`config.mk`:
```
export PLATFORM = sky130hd
export DESIGN_NAME = mac_stream_unit_flat
export DESIGN_NICKNAME = d
export VERILOG_FILES = /design/src/rtl/mac_stream_if.sv /design/src/rtl/mac_stream_unit.sv /design/src/flat_wrapper.sv
export SDC_FILE = /design/constraint.sdc
export NUM_CORES = 1
export LEC_CHECK = 0
export BUFFER_PORTS_ARGS = -buffer_cell sky130_fd_sc_hd__buf_2
export CAP_MARGIN = 25
export CORE_MARGIN = 2
export CORE_UTILIZATION = 35
export CTS_CLUSTER_SIZE = 30
export DETAILED_ROUTE_END_ITERATION = 7
export GPL_TIMING_DRIVEN = 0
export SYNTH_ARGS = -nofsm -noshare
export SYNTH_HDL_FRONTEND = slang
export SYNTH_SLANG_ARGS = --single-unit
export TNS_END_PERCENT = 20
```
`constraint.sdc`:
```
create_clock -name clk -period 6.5 [get_ports clk]
set_input_delay 0.65 -clock clk [delete_from_list [all_inputs] [get_ports clk]]
set_output_delay 0.65 -clock clk [all_outputs]
set_load 0.01 [all_outputs]
```
`src/rtl/mac_stream_if.sv`:
```
// Handshake bundle for the streaming MAC: input pair channel and result channel.
interface mac_stream_if #(
    parameter int unsigned DATA_W = 8,
    parameter int unsigned ACC_W  = 32,
    parameter int unsigned CNT_W  = 16
);
    logic                     in_valid;
    logic                     in_ready;
    logic                     in_last;
    logic signed [DATA_W-1:0] a;
    logic signed [DATA_W-1:0] b;
    logic                     out_valid;
    logic                     out_ready;
    logic signed [ACC_W-1:0]  y;
    logic                     overflow;
    logic [CNT_W-1:0]         count;

    modport master (
        output in_valid, in_last, a, b, out_ready,
        input  in_ready, out_valid, y, overflow, count
    );

    modport slave (
        input  in_valid, in_last, a, b, out_ready,
        output in_ready, out_valid, y, overflow, count
    );
endinterface

```
`src/rtl/mac_stream_unit.sv`:
```
// Pipelined signed dot-product unit: register operands, multiply, accumulate, then hold the
// result until the consumer takes it.
module mac_stream_unit #(
    parameter int unsigned DATA_W   = 8,
    parameter int unsigned ACC_W    = 32,
    parameter bit          SATURATE = 1'b1,
    parameter int unsigned CNT_W    = 16
) (
    input logic         clk,
    input logic         reset,
    mac_stream_if.slave bus
);
    localparam int unsigned PROD_W = 2 * DATA_W;
    localparam logic signed [ACC_W-1:0] AccMax = {1'b0, {(ACC_W - 1){1'b1}}};
    localparam logic signed [ACC_W-1:0] AccMin = {1'b1, {(ACC_W - 1){1'b0}}};

    if (ACC_W < PROD_W) begin : gen_width_check
        $error("mac_stream_unit: ACC_W must be at least 2*DATA_W");
    end

    typedef enum logic [1:0] {StIdle, StAccum, StFlush, StOut} state_e;

    state_e                   state_q, state_d;
    logic                     s1_valid_q, s1_last_q;
    logic signed [DATA_W-1:0] a_q, b_q;
    logic                     s2_valid_q, s2_last_q;
    logic signed [PROD_W-1:0] prod_q;
    logic signed [ACC_W-1:0]  acc_q, acc_d;
    logic                     ovf_q;
    logic [CNT_W-1:0]         cnt_q;

    logic                     in_ready;
    logic                     out_valid;
    logic                     accept;
    logic                     handshake;
    logic signed [ACC_W-1:0]  prod_ext;
    logic signed [ACC_W-1:0]  sum;
    logic                     add_ovf;

    assign in_ready  = ((state_q == StIdle) || (state_q == StAccum)) && !reset;
    assign out_valid = (state_q == StOut) && !reset;
    assign accept    = bus.in_valid && in_ready;
    assign handshake = out_valid && bus.out_ready;

    assign prod_ext = ACC_W'(prod_q);
    assign sum      = acc_q + prod_ext;
    // Signed overflow: equal-signed addends producing a sum of the opposite sign.
    assign add_ovf  = (acc_q[ACC_W-1] == prod_ext[ACC_W-1]) && (sum[ACC_W-1] != acc_q[ACC_W-1]);

    always_comb begin
        acc_d = sum;
        if (SATURATE && add_ovf) begin
            acc_d = acc_q[ACC_W-1] ? AccMin : AccMax;
        end
    end

    always_comb begin
        state_d = state_q;
        unique case (state_q)
            StIdle:  if (accept) state_d = bus.in_last ? StFlush : StAccum;
            StAccum: if (accept && bus.in_last) state_d = StFlush;
            // Leave as the last-tagged product lands in the accumulator on this edge.
            StFlush: if (s2_valid_q && s2_last_q) state_d = StOut;
            StOut:   if (bus.out_ready) state_d = StIdle;
            default: state_d = StIdle;
        endcase
    end

    always_ff @(posedge clk) begin
        if (reset) begin
            state_q    <= StIdle;
            s1_valid_q <= 1'b0;
            s1_last_q  <= 1'b0;
            a_q        <= '0;
            b_q        <= '0;
            s2_valid_q <= 1'b0;
            s2_last_q  <= 1'b0;
            prod_q     <= '0;
            acc_q      <= '0;
            ovf_q      <= 1'b0;
            cnt_q      <= '0;
        end else begin
            state_q    <= state_d;
            s1_valid_q <= accept;
            if (accept) begin
                a_q       <= bus.a;
                b_q       <= bus.b;
                s1_last_q <= bus.in_last;
            end
            s2_valid_q <= s1_valid_q;
            if (s1_valid_q) begin
                prod_q    <= PROD_W'(a_q) * PROD_W'(b_q);
                s2_last_q <= s1_last_q;
            end
            if (handshake) begin
                acc_q <= '0;
                ovf_q <= 1'b0;
                cnt_q <= '0;
            end else if (s2_valid_q) begin
                acc_q <= acc_d;
                ovf_q <= ovf_q | add_ovf;
                if (cnt_q != {CNT_W{1'b1}}) begin
                    cnt_q <= cnt_q + CNT_W'(1);
                end
            end
        end
    end

    assign bus.in_ready  = in_ready;
    assign bus.out_valid = out_valid;
    assign bus.y         = acc_q;
    assign bus.overflow  = ovf_q;
    assign bus.count     = cnt_q;
endmodule

```
`src/flat_wrapper.sv`:
```
// flat-port wrapper written by rule: the top's interface ports become plain ports
module mac_stream_unit_flat 
#(
    parameter int unsigned DATA_W   = 8,
    parameter int unsigned ACC_W    = 32,
    parameter bit          SATURATE = 1'b1,
    parameter int unsigned CNT_W    = 16
)
  (clk, reset, bus_in_valid, bus_in_last, bus_a, bus_b, bus_out_ready, bus_in_ready, bus_out_valid, bus_y, bus_overflow, bus_count);
  mac_stream_if #(.DATA_W(DATA_W), .ACC_W(ACC_W), .CNT_W(CNT_W)) bus_i ();
  input logic clk;
  input logic reset;
  input wire logic [$bits(bus_i.in_valid)-1:0] bus_in_valid;
  input wire logic [$bits(bus_i.in_last)-1:0] bus_in_last;
  input wire logic [$bits(bus_i.a)-1:0] bus_a;
  input wire logic [$bits(bus_i.b)-1:0] bus_b;
  input wire logic [$bits(bus_i.out_ready)-1:0] bus_out_ready;
  output wire logic [$bits(bus_i.in_ready)-1:0] bus_in_ready;
  output wire logic [$bits(bus_i.out_valid)-1:0] bus_out_valid;
  output wire logic [$bits(bus_i.y)-1:0] bus_y;
  output wire logic [$bits(bus_i.overflow)-1:0] bus_overflow;
  output wire logic [$bits(bus_i.count)-1:0] bus_count;
  assign bus_i.in_valid = bus_in_valid;
  assign bus_i.in_last = bus_in_last;
  assign bus_i.a = bus_a;
  assign bus_i.b = bus_b;
  assign bus_i.out_ready = bus_out_ready;
  assign bus_in_ready = bus_i.in_ready;
  assign bus_out_valid = bus_i.out_valid;
  assign bus_y = bus_i.y;
  assign bus_overflow = bus_i.overflow;
  assign bus_count = bus_i.count;
  mac_stream_unit #(.DATA_W(DATA_W), .ACC_W(ACC_W), .SATURATE(SATURATE), .CNT_W(CNT_W)) u_core (.clk(clk), .reset(reset), .bus(bus_i));
endmodule
```
; ---- Yosys cells after proc, flatten, opt, wreduce, memory -nomap -nowiden
; Cells that the tools add are included.
[op_classes]
add_sub_neg = 2
multipliers = 1
eq_ne = 10
muxes = 8
bitwise_logic = 1
reduce_logical = 13
[op_table]
columns = op, count
row1 = $mux 32, 2
row2 = $add 32x16->32, 1
row3 = $add 16x1->16 const B, 1
row4 = $mul 8x8->16, 1
row5 = $ne 16x16->1 const B, 1
row6 = $mux 2, 5
row7 = $pmux 2 s4, 1
row8 = $logic_and 1x1->1, 7
row9 = $eq 2x2->1 const B, 2
row10 = $ne 2x1->1 const B, 2
row11 = $ne 2x2->1 const B, 2
row12 = $reduce_and 4->1, 1
row13 = $eq 2x1->1 const B, 1
row14 = $logic_not 2->1, 1
row15 = $reduce_and 2->1, 1
row16 = $reduce_or 2->1, 1
row17 = $eq 1x1->1, 1
row18 = $logic_not 1->1, 1
row19 = $logic_or 1x1->1, 1
row20 = $ne 1x1->1, 1
row21 = $or 1x1->1, 1
[word_totals]
reg_bits = 87
input_bits = 21
output_inout_bits = 51
word_cells = 46

; ---- Logic depth before layout (Yosys ltp)
; Gate-level depths: netlist of run 1.
[depth]
word_depth = 7
mapped_depth = 18
mapped_depth_nobuf = 18

; ---- Worst setup path before layout of run 1
; No wires, ideal clock.
[synth_timing]
path_kind = register -> register
startpoint = reg u_core.a_q[3]
endpoint = reg u_core.prod_q[14]
t_arrival_ns = 4.149
required_time_ns = 6.438
setup_slack_ns = 2.290
path_stages_with_launch = 18
n_path_buf = 0
cell_sequence = dfxtp_1 > and2_1 > fa_1 > inv_1 > fa_1 > inv_1 > fa_1 > inv_1 > fa_1 > inv_1 > ha_1 > o21ai_0 > a21oi_1 > o21ai_0 > a21boi_0 > o2111ai_1 > a311o_1 > nand3_1
[synth_between]
elab_chain_len = 1
[synth_rtl]
columns = element, line
row1 = start: declaration, mac_stream_unit.sv:25  ; logic signed [DATA_W-1:0] a_q, b_q;
row2 = start signal: assignment, mac_stream_unit.sv:86  ; a_q <= bus.a;
row3 = $mul 8x8->16, mac_stream_unit.sv:92  ; prod_q <= PROD_W'(a_q) * PROD_W'(b_q);
row4 = end signal: assignment, mac_stream_unit.sv:92
row5 = end: declaration, mac_stream_unit.sv:27  ; logic signed [PROD_W-1:0] prod_q;
; Every way passes these cells.
; A chain may end at the register's enable or synchronous reset.

; ---- Worst setup path in the final report of run 1
[layout_timing]
startpoint = reg u_core.a_q[1]
endpoint = reg u_core.prod_q[14]
; Same word-level chain as after synthesis.

==> results of run 1 <==
[layout make-up]
type / instances / area share
Tap cell: 275 / 0.03989
Inverter: 108 / 0.04700
Clock buffer: 10 / 0.02771
Buffer: 33 / 0.01929
Timing Repair Buffer: 70 / 0.04062
Sequential cell: 87 / 0.2019
Clock inverter: 6 / 0.008993
Multi-Input combinational cell: 677 / 0.6146
[routing by layer]
layer	vias up	share of wire	global-route usage
met5	-	0	0
met1	3031	0.48	0.2192
met3	20	0.031	0.01707
met2	98	0.47	0.2740
met4	0	0.021	0.05972
li1	3219	-	-
[final timing paths]
| path | start | to | slack, ns | cells after the start |
|---|---|---|---|---|
| worst min register to register | u_core.prod_q[0] | u_core.prod_q[0] | 0.48 | 2 |
| worst max register to register | u_core.a_q[1] | u_core.prod_q[14] | 1.85 | 16 |
| worst min-delay path | bus_a[6] | u_core.a_q[6] | 0.47 | 3 |
| worst max-delay path | u_core.a_q[1] | u_core.prod_q[14] | 1.85 | 16 |
[power groups by stage]
| stage | combinational (mW) | sequential (mW) | clock (mW) |
|---|---|---|---|
| after floorplan | 0.673 | 0.682 | 0 |
| after global placement | 0.853 | 0.714 | 0 |
| after detailed placement | 0.868 | 0.715 | 0 |
| after CTS | 0.874 | 0.703 | 0.576 |
| after global routing | 0.999 | 0.714 | 0.594 |
| final | 0.862 | 0.703 | 0.562 |
[cell families after synthesis]
kind of cell / share of synthesized area
adder cells (fa/ha/maj): 0.2540
AND/OR/NAND/NOR: 0.1947
multiplexers: 0.01840
AO/OA/AOI/OAI: 0.1738
buffers and inverters: 0.07509
XOR/XNOR: 0.05521
flip-flops: 0.2287
[tightest hold or removal path: cells and delay by family]
family	cells	cell delay (ns)
buffers and inverters	1	0.07
and+or+nand+nor	2	0.08
[synth_stat cells (all sizes together) (3+ instances only)]
library cell,count,area share
xor2,19,0.022
dfxtp,87,0.23
inv,108,0.053
nor3,10,0.0066
mux2i,14,0.018
clkbuf,18,0.0089
ha,65,0.11
or3,5,0.0041
and3,7,0.0058
nor2b,7,0.0058
a21o,19,0.019
nand4,12,0.0099
nor2,68,0.034
o21ai,52,0.038
and4,3,0.0035
o21bai,4,0.0039
xnor2,29,0.033
o211ai,8,0.0079
fa,56,0.15
and2,46,0.038
nor4,3,0.0025
a21oi,65,0.046
or2,3,0.0025
o21a,3,0.0030
nand2,87,0.043
nand3b,16,0.016
a31oi,4,0.0033
nand3,18,0.012
a211oi,18,0.022
buf,15,0.013
nand2b,10,0.0082
[flip-flops by register name, summed over array words and instances, names as in the netlist, 2 cells and up]
register / count
u_core.a_q: 8
u_core.b_q: 8
u_core.bus.count: 16
u_core.bus.y: 32
u_core.prod_q: 16
u_core.state_q: 2
==> flow_summary.yaml, run 1 <==
logic_synthesis:
  synth_seq_cells: 87
  dominantRegCellSynth: "dfxtp_1"
  syn-num-nets: 1047
  seq_area_frac_synth: 0.2287
  syn-cell-area_sq_um: 7615
  postSynthCellCount: 905
  synth_edf_count: 0
  ys_warn_count: 0
  avgSynthCellArea_sq_um: 8.414
  synthArstFlopShare: 0
  yosysUniqueCellTypes: 64
cts:
  cts_sinks: 87
  clockBufferDepth: 2
  cts_hold_buf: 0
  root_buffer: "clkbuf_16"
  numCtsBuffers: 9
  clkTransAtPathRegs_ns: 0.07
  insertion_delay_ns: 0.35
  h-tree-depth: 3
  cts_tree: "built"
  cts_setup_buffers: 0
  postCtsResizedCells: 0
global_route:
  gr-usage-all-layers: 0.1637
  overflow: 0
  grt_pass1_wl_mm: 29.92
  grt_max_degree: 23
  grt_antenna_before_repair: 0
  grt_pass1_vias: 6175
power:
  finalPower_mw: 2.127
  p_seq_frac: 0.330
  p_switching_mw: 0.8545
  ir_drop_mv: 0.1184
  comb_power_share: 0.405
  powerDensity_nw_per_um2: 246.6
  p_int_mw: 1.272
  p_sw_frac: 0.4018
  leakage_nw: 4.076
  clkPwrFrac: 0.264
cells_and_area:
  num-nets-final: 1128
  drive_above_1_share: 0.1221
  num_antenna_cells: 0
  fin_cells: 1266
  multi_input_area_sq_um: 5301
  stdcell_area_sq_um: 8626
  layout_common_cells: "108 x inv_1, 87 x nand2_1, 87 x dfxtp_1"
  regArea_sq_um: 1742
  final_common_cell: "inv_1"
  area_delta_synth_final_pct: 13.28
  nFillCells: 2235
  final_core_util: 0.4065
sta:
  setup_ws_ns: 1.850
  hold_violations: 0
  hold_slack_ns: 0.4725
  period_share: 0.7154
  setup_viol: 0
  period_needed_ns: 4.650
  slew_violations: 0
  clock_skew_ns: 0.005957
  rsz0062_at_grt: "no"
  tightest_slew_ns: 1.035
  fmax_mhz: 215.0
  max_slew_margin: 0.3092
  fin_tns_setup_ns: 0
critical_path:
  cp.required_ns: 6.79
  cp_slowest_cell: "dfxtp_1"
  arrival_ns: 4.94
  critPathKind: "reg2reg"
  timing.critical_path.buf_inv: 3
  cp_slowest_stage_delay_ns: 0.55
  crit_family: "adder cells"
  crit_top_cell: "fa_1"
  cp_max_fo: 9
  crit_chain: "nand2_1 -> fa_1 -> fa_1 -> inv_1 -> fa_1 -> inv_1 -> fa_1 -> inv_1 -> ha_1 -> o21ai_0 -> a21oi_1 -> o21ai_0 -> a21boi_0 -> o2111ai_1 -> a311o_1 -> nand3_1"
  critPathLaunchType: "register"
  endpoint_kind: "register"
placement:
  placed_area_sq_um: 8309
  dpl_worst_slack_ns: 1.860
  routabilityCongestion: 0.8578
  port_buffers: 70
  placedCellCount: 1250
  hpwlAfterDp_mm: 14.10
floorplanning:
  die-area_sq_um: 22950
  ios: 72
  core_area_sq_um: 21220
  floorplan.initialDensity: 0.3588
  die_w_um: 151.5
  rows: 53
  die_height_um: 151.5
route:
  detail-route-antenna-nets: 0
  vias: 6368
  drt_iter0_drc: 231
  drcViolationCount: 0
  routedWlPerCell_um: 14.22
  via_per_inst: 5.030
  drt_pre_antenna_iters: 4
  wirelength_mm: 18.00
run_status:
  status: "finished clean"
worst_hold_path:
  worst_hold_path_type: "in2reg"
flow_run:
  cap_violations: 0
No activity file was read; power rests on OpenSTA's default activity.
==> run 2, diff against run 1 <==
Clock period 6.5 ns to 4.05 ns, I/O delays scaled along.
==> run 2 against run 1 <==
  * The run now ends with setup timing left
  * Die area unchanged
  * First-iteration DRC count up 5.6%
  * Sequential cell count unchanged
  * Sequential share of layout area down 0.56 points
  * Setup slack worse by 1.9 ns
  * Final cell count up 1.9%
  * Critical path depth unchanged
  * Clock power up 68%
  * Global-route usage up 0.44 points
  * Sequential power up 61%
  * Critical path type unchanged
  * Critical endpoint is now u_core.prod_q[15]
  * Highest routed layer unchanged
==> flow_summary.yaml, run 2 (synthesized netlist as in run 1, its figures left out) <==
run_status:
  status: "finished, violations left"
  violations: "setup timing"
power:
  ir_drop_mv: 0.1708
  leakage_nw: 4.214
  powerDensity_nw_per_um2: 405.4
floorplanning:
  rows: 53
  core_area_sq_um: 21220
  floorplan.initialDensity: 0.3588
  die_height_um: 151.5
  die_w_um: 151.5
  ios: 72
  die-area_sq_um: 22950
global_route:
  overflow: 0
  met2_usage: 0.2842
  grt_use_met3: 0.01796
  gr-usage-all-layers: 0.1681
  use_met1: 0.2232
  grt_max_degree: 23
  grt_pass1_wl_mm: 30.86
  grt_pass1_vias: 6341
  grt_antenna_before_repair: 0
  top_usage_layer: "met2"
sta:
  setup_viol: 1
  max_slew_margin: 0.2996
  setup_ws_ns: -0.009215
  rsz0062_at_grt: "yes"
  hold_violations: 0
  fin_tns_setup_ns: -0.009215
  period_needed_ns: 4.059
  period_share: 1.002
  fmax_mhz: 246.4
  tightest_slew_ns: 1.049
  hold_slack_ns: 0.2302
  slew_violations: 0
  clock_skew_ns: 0.01110
worst_hold_path:
  worst_hold_path_type: "in2reg"
critical_path:
  critPathLaunchType: "register"
  crit_chain: "buf_4 -> and2_1 -> fa_2 -> inv_4 -> fa_1 -> inv_1 -> fa_1 -> inv_1 -> fa_1 -> inv_1 -> ha_4 -> and3_4 -> a21oi_4 -> a21oi_2 -> xnor2_2 -> a211oi_1"
  cp_slowest_stage_delay_ns: 0.59
  arrival_ns: 4.28
  cp_max_fo: 6
  cp.required_ns: 4.27
  cp_slowest_cell: "fa_2"
  critPathKind: "reg2reg"
  endpoint_kind: "register"
route:
  drt_iter0_drc: 244
  via_per_inst: 5.024
  detail-route-antenna-nets: 0
  drcViolationCount: 0
  vias: 6481
  drt_pre_antenna_iters: 5
  wirelength_mm: 18.66
  routedWlPerCell_um: 14.46
cells_and_area:
  largest_reg_flops: 32
  final_core_util: 0.4313
  num-nets-final: 1152
  drive_above_1_share: 0.2039
  layout_common_cells: "99 x inv_1, 85 x nand2_1, 77 x buf_2"
  fin_cells: 1290
  num_antenna_cells: 0
  area_delta_synth_final_pct: 20.18
  final_common_cell: "inv_1"
cts:
  clkTransAtPathRegs_ns: 0.07
  insertion_delay_ns: 0.35
  numCtsBuffers: 9
  cts_sinks: 87
  root_buffer: "clkbuf_16"
  h-tree-depth: 3
  clockBufferDepth: 2
  cts_tree: "built"
flow_run:
  cap_violations: 0
placement:
  hpwlAfterDp_mm: 13.99
  port_buffers: 70
  routabilityCongestion: 0.8618
  placedCellCount: 1250
==> run 2: path summary, 6_finish.rpt <==
kind | from | endpoint | slack [ns] | cells after the start
setup reg to reg | u_core.b_q[4] | u_core.prod_q[15] | -0.009 | 16
hold reg to reg | u_core.s1_last_q | u_core.s1_last_q | 0.47 | 2
setup / recovery | u_core.b_q[4] | u_core.prod_q[15] | -0.009 | 16
hold / removal | bus_a[2] | u_core.a_q[2] | 0.23 | 3
==> run 2: final cells by class <==
cell class / instances / area [sq um]
buffer: 33 / 166.4
inverter: 108 / 407.9
timing repair buffer: 94 / 545.5
clock inverter: 6 / 90.09
sequential: 87 / 1797
multi-input combinational: 677 / 5562
tap: 275 / 344.1
clock buffer: 10 / 239.0
fill: 2130 / 12070
==> run 2: report_power, final <==
group | total (mW) | switching (mW) | leakage [nW] | internal [mW]
Sequential | 1.13 | 0.151 | 0.718 | 0.976
Clock | 0.945 | 0.383 | 0.159 | 0.561
Combinational | 1.64 | 0.915 | 3.34 | 0.723
==> run 2: metal layers <==
layer	wire length, um	up-vias
met5	0	-
met4	389	0
met3	663	23
met2	8892	114
met1	8711	3088
li1	-	3256
==> run 2: critical path: cells and delay by family (launching register included) <==
kind	cells	cell delay (ns)
compound gates	3	0.32
xor+xnor	1	0.14
fa+ha+maj	5	2.35
buf+inv	5	0.37
flops	1	0.37
simple gates	2	0.37
==> run 2: timing repair <==
action | CTS | global route
hold buffers | 0 | 0
gates resized for setup | 87 | 3
pin swaps | 51 | 11
setup endpoints to repair | 7 | 8
buffers inserted | 24 | 0
==> run 2: metrics by stage <==
| stage | area [sq um] | setup slack, ns | total power, mW |
|---|---|---|---|
| final | 9151 | -0.009215 | 3.710 |
| after global routing | 9151 | -0.1715 | 4.003 |
| after CTS | 9134 | -0.01647 | 3.725 |
| after detailed placement | 8329 | -0.4628 | 2.557 |
| after global placement | 8329 | -0.4551 | 2.532 |
| after floorplan | 7635 | -0.05118 | 2.187 |
==> run 3, diff against run 2 <==
Settings changed: ABC_AREA set to 1.
==> run 3 against run 2 <==
  * The run still ends with setup timing left
  * Clock power down 8.8%
  * Synthesized cell count up 28%
  * Die area up 7.0%
  * Non-clock buffer count fell by 14
  * Utilization shrank 1.2 points
  * Worst hold slack improved by 0.011 ns
  * Routed wire length rose by 12%
  * Clock-buffer cell count down 1
  * Total power is 1.3% lower
  * Sequential cell count unchanged
  * Via count up 13%
  * Critical path type unchanged
  * Largest cell class unchanged
  * Highest routed layer unchanged
==> flow_summary.yaml, run 3 <==
logic_synthesis:
  postSynthCellCount: 1156
  yosys.area_share.adder: 0.2370
  synth_edf_count: 0
  syn-num-nets: 1298
  synth_xor_area_frac: 0.03971
  synth_top_family_by_area: "adder cells"
  yosysUniqueCellTypes: 46
  synth_top_area_cell: "dfxtp_1"
  avgSynthCellArea_sq_um: 7.060
  synthSimpleGateAreaFrac: 0.2281
  syn-cell-area_sq_um: 8162
  synth_top_cell_area_share: 0.2134
  yosysMostFrequentCell: "nand2_1"
  yosys-top-cells-count: "248 x nand2_1, 222 x inv_1, 92 x nor2_1"
  yosys-top-cells-area: "dfxtp_1 21%, fa_1 14%, nand2_1 11%"
  synth_seq_cells: 87
  synth_mux_area_frac: 0
  seq_area_frac_synth: 0.2134
  synth_compound_area_frac: 0.1548
  synthArstFlopShare: 0
  dominantRegCellSynth: "dfxtp_1"
  ys_warn_count: 0
cts:
  cts_hold_buf: 0
  insertion_delay_ns: 0.35
  cts_tree: "built"
  numCtsBuffers: 9
  h-tree-depth: 3
  root_buffer: "clkbuf_16"
  clkTransAtPathRegs_ns: 0.08
  clockBufferDepth: 2
  cts_sinks: 87
global_route:
  grt_pass1_vias: 7163
  gr-usage-all-layers: 0.1759
  overflow: 0
  grt_max_degree: 21
  grt_antenna_before_repair: 0
  grt_pass1_wl_mm: 34.82
worst_hold_path:
  worst_hold_path_type: "in2reg"
  hold_depth: 3
  min-delay-start: "bus_b[6]"
  min_to: "u_core.b_q[6]"
sta:
  clock_skew_ns: 0.01356
  period_needed_ns: 4.064
  tightest_slew_ns: 0.8592
  rsz0062_at_grt: "yes"
  hold_violations: 0
  setup_ws_ns: -0.01425
  setup_viol: 2
  slew_violations: 0
  period_share: 1.004
  hold_slack_ns: 0.2411
  max_slew_margin: 0.4264
  fmax_mhz: 246.0
  fin_tns_setup_ns: -0.01719
run_status:
  status: "finished, violations left"
  violations: "setup timing"
floorplanning:
  floorplan.initialDensity: 0.3583
  ios: 72
  rows: 55
  die-area_sq_um: 24560
  core_area_sq_um: 22780
  die_w_um: 156.7
  die_height_um: 156.7
critical_path:
  cp.required_ns: 4.29
  critPathKind: "reg2reg"
  cp_slowest_stage_delay_ns: 0.58
  endpoint_kind: "register"
  arrival_ns: 4.30
  cp_max_fo: 5
  r2r_cells: 18
  cp-startpoint: "u_core.b_q[4]"
  crit_chain: "clkbuf_8 -> nand2_1 -> inv_1 -> fa_1 -> inv_2 -> fa_1 -> inv_1 -> fa_1 -> inv_1 -> fa_1 -> inv_2 -> ha_4 -> a21oi_2 -> o2111ai_2 -> a21oi_1 -> o21ai_1 -> o211ai_1 -> inv_1"
  timing.rr.end: "u_core.prod_q[14]"
  ff2ff_setup_slack_ns: -0.01
  cp_slowest_cell: "fa_1"
  critPathLaunchType: "register"
  rr_startpoint: "u_core.b_q[4]"
cells_and_area:
  num-nets-final: 1382
  final_core_util: 0.4197
  nFillCells: 2380
  multi_input_area_sq_um: 5612
  drive_above_1_share: 0.1767
  largest_reg_flops: 32
  final_common_cell: "nand2_1"
  regArea_sq_um: 1764
  num_antenna_cells: 0
  area_delta_synth_final_pct: 17.14
  layout_common_cells: "240 x nand2_1, 214 x inv_1, 89 x nor2_1"
placement:
  hpwlAfterDp_mm: 16.88
  routabilityCongestion: 0.8896
  dpl_worst_slack_ns: -0.4174
  port_buffers: 71
power:
  finalPower_mw: 3.660
  ir_drop_mv: 0.2737
  leakage_nw: 4.965
  powerDensity_nw_per_um2: 382.8
route:
  vias: 7350
  drt_pre_antenna_iters: 5
  wirelength_mm: 20.90
  drt_iter0_drc: 385
  detail-route-antenna-nets: 0
  drcViolationCount: 0
  via_per_inst: 4.718
  routedWlPerCell_um: 13.41
flow_run:
  cap_violations: 0
==> run 3: changes by cell type in the layout (fill, tap and decap cells not counted), moves of 21 or more <==
| cell | delta |
|---|---|
| nand2_1 | +155 |
| and2_1 | -40 |
| nand3_1 | +29 |
| nor2_1 | +21 |
| inv_1 | +115 |
| a21oi_2 | +29 |
| o21ai_0 | +30 |
==> run 3: cell type report <==
class,count,share of cell area
Inverter,224,0.08795
Buffer,30,0.02042
Clock inverter,7,0.008376
Tap cell,313,0.04096
Timing Repair Buffer,83,0.04725
Clock buffer,9,0.02356
Sequential cell,87,0.1845
Multi-Input combinational cell,805,0.5870
==> run 3: cells by family after synthesis <==
group / count (synthesis)
DFF: 87
xor gates and xnor gates: 37
AOI/OAI and AO/OA: 207
adders and majority gates: 121
and+or+nand+nor: 440
buffers and inverters: 264
==> run 3: stage by stage <==
stage / instance area, sq um / std cells
global route: 9560 / 1558
finish: 9560 / 1558
detailed placement: 8952 / 1540
CTS: 9480 / 1558
floorplan: 8205 / 1156
global placement: 8952 / 1540
==> run 3: worst max-delay path, delay by kind of cell, from the launching register on <==
kind / cells / cell delay (ns)
AO/OA/AOI/OAI: 5 / 0.68
flip-flops: 1 / 0.34
AND/OR/NAND/NOR: 1 / 0.06
adder cells (fa/ha/maj): 5 / 2.39
buffers and inverters: 7 / 0.48
==> run 3: repair_timing <==
item	4_1_cts	5_1_grt
gates cloned	1	0
resized for setup	52	18
buffers inserted	11	0
pin swaps	28	14
hold endpoints to repair	0	0
endpoints found under the setup margin	7	6
==> run 3: layer usage <==
metal,track usage,part of all wire
met1,0.2244,0.46
met3,0.02659,0.034
met5,0,0
met2,0.3122,0.49
met4,0.03932,0.015
==> run 3: worst max path at each step <==
stage                             end  slack [ns]  cells after the start
finish              u_core.prod_q[14]       -0.01                     18
global route        u_core.prod_q[12]       -0.18                     20
CTS                 u_core.prod_q[11]       0.003                     20
detailed placement  u_core.prod_q[13]       -0.42                     20
global placement    u_core.prod_q[13]       -0.43                     20
floorplan           u_core.prod_q[13]       -0.03                     20
==> run 3: where the power goes <==
group          internal (mW)  total [mW]  switching [mW]  leakage, nW
clock                  0.438       0.862           0.424        0.145
combinational          0.689        1.68           0.989         4.10
sequential             0.978        1.12           0.141        0.715
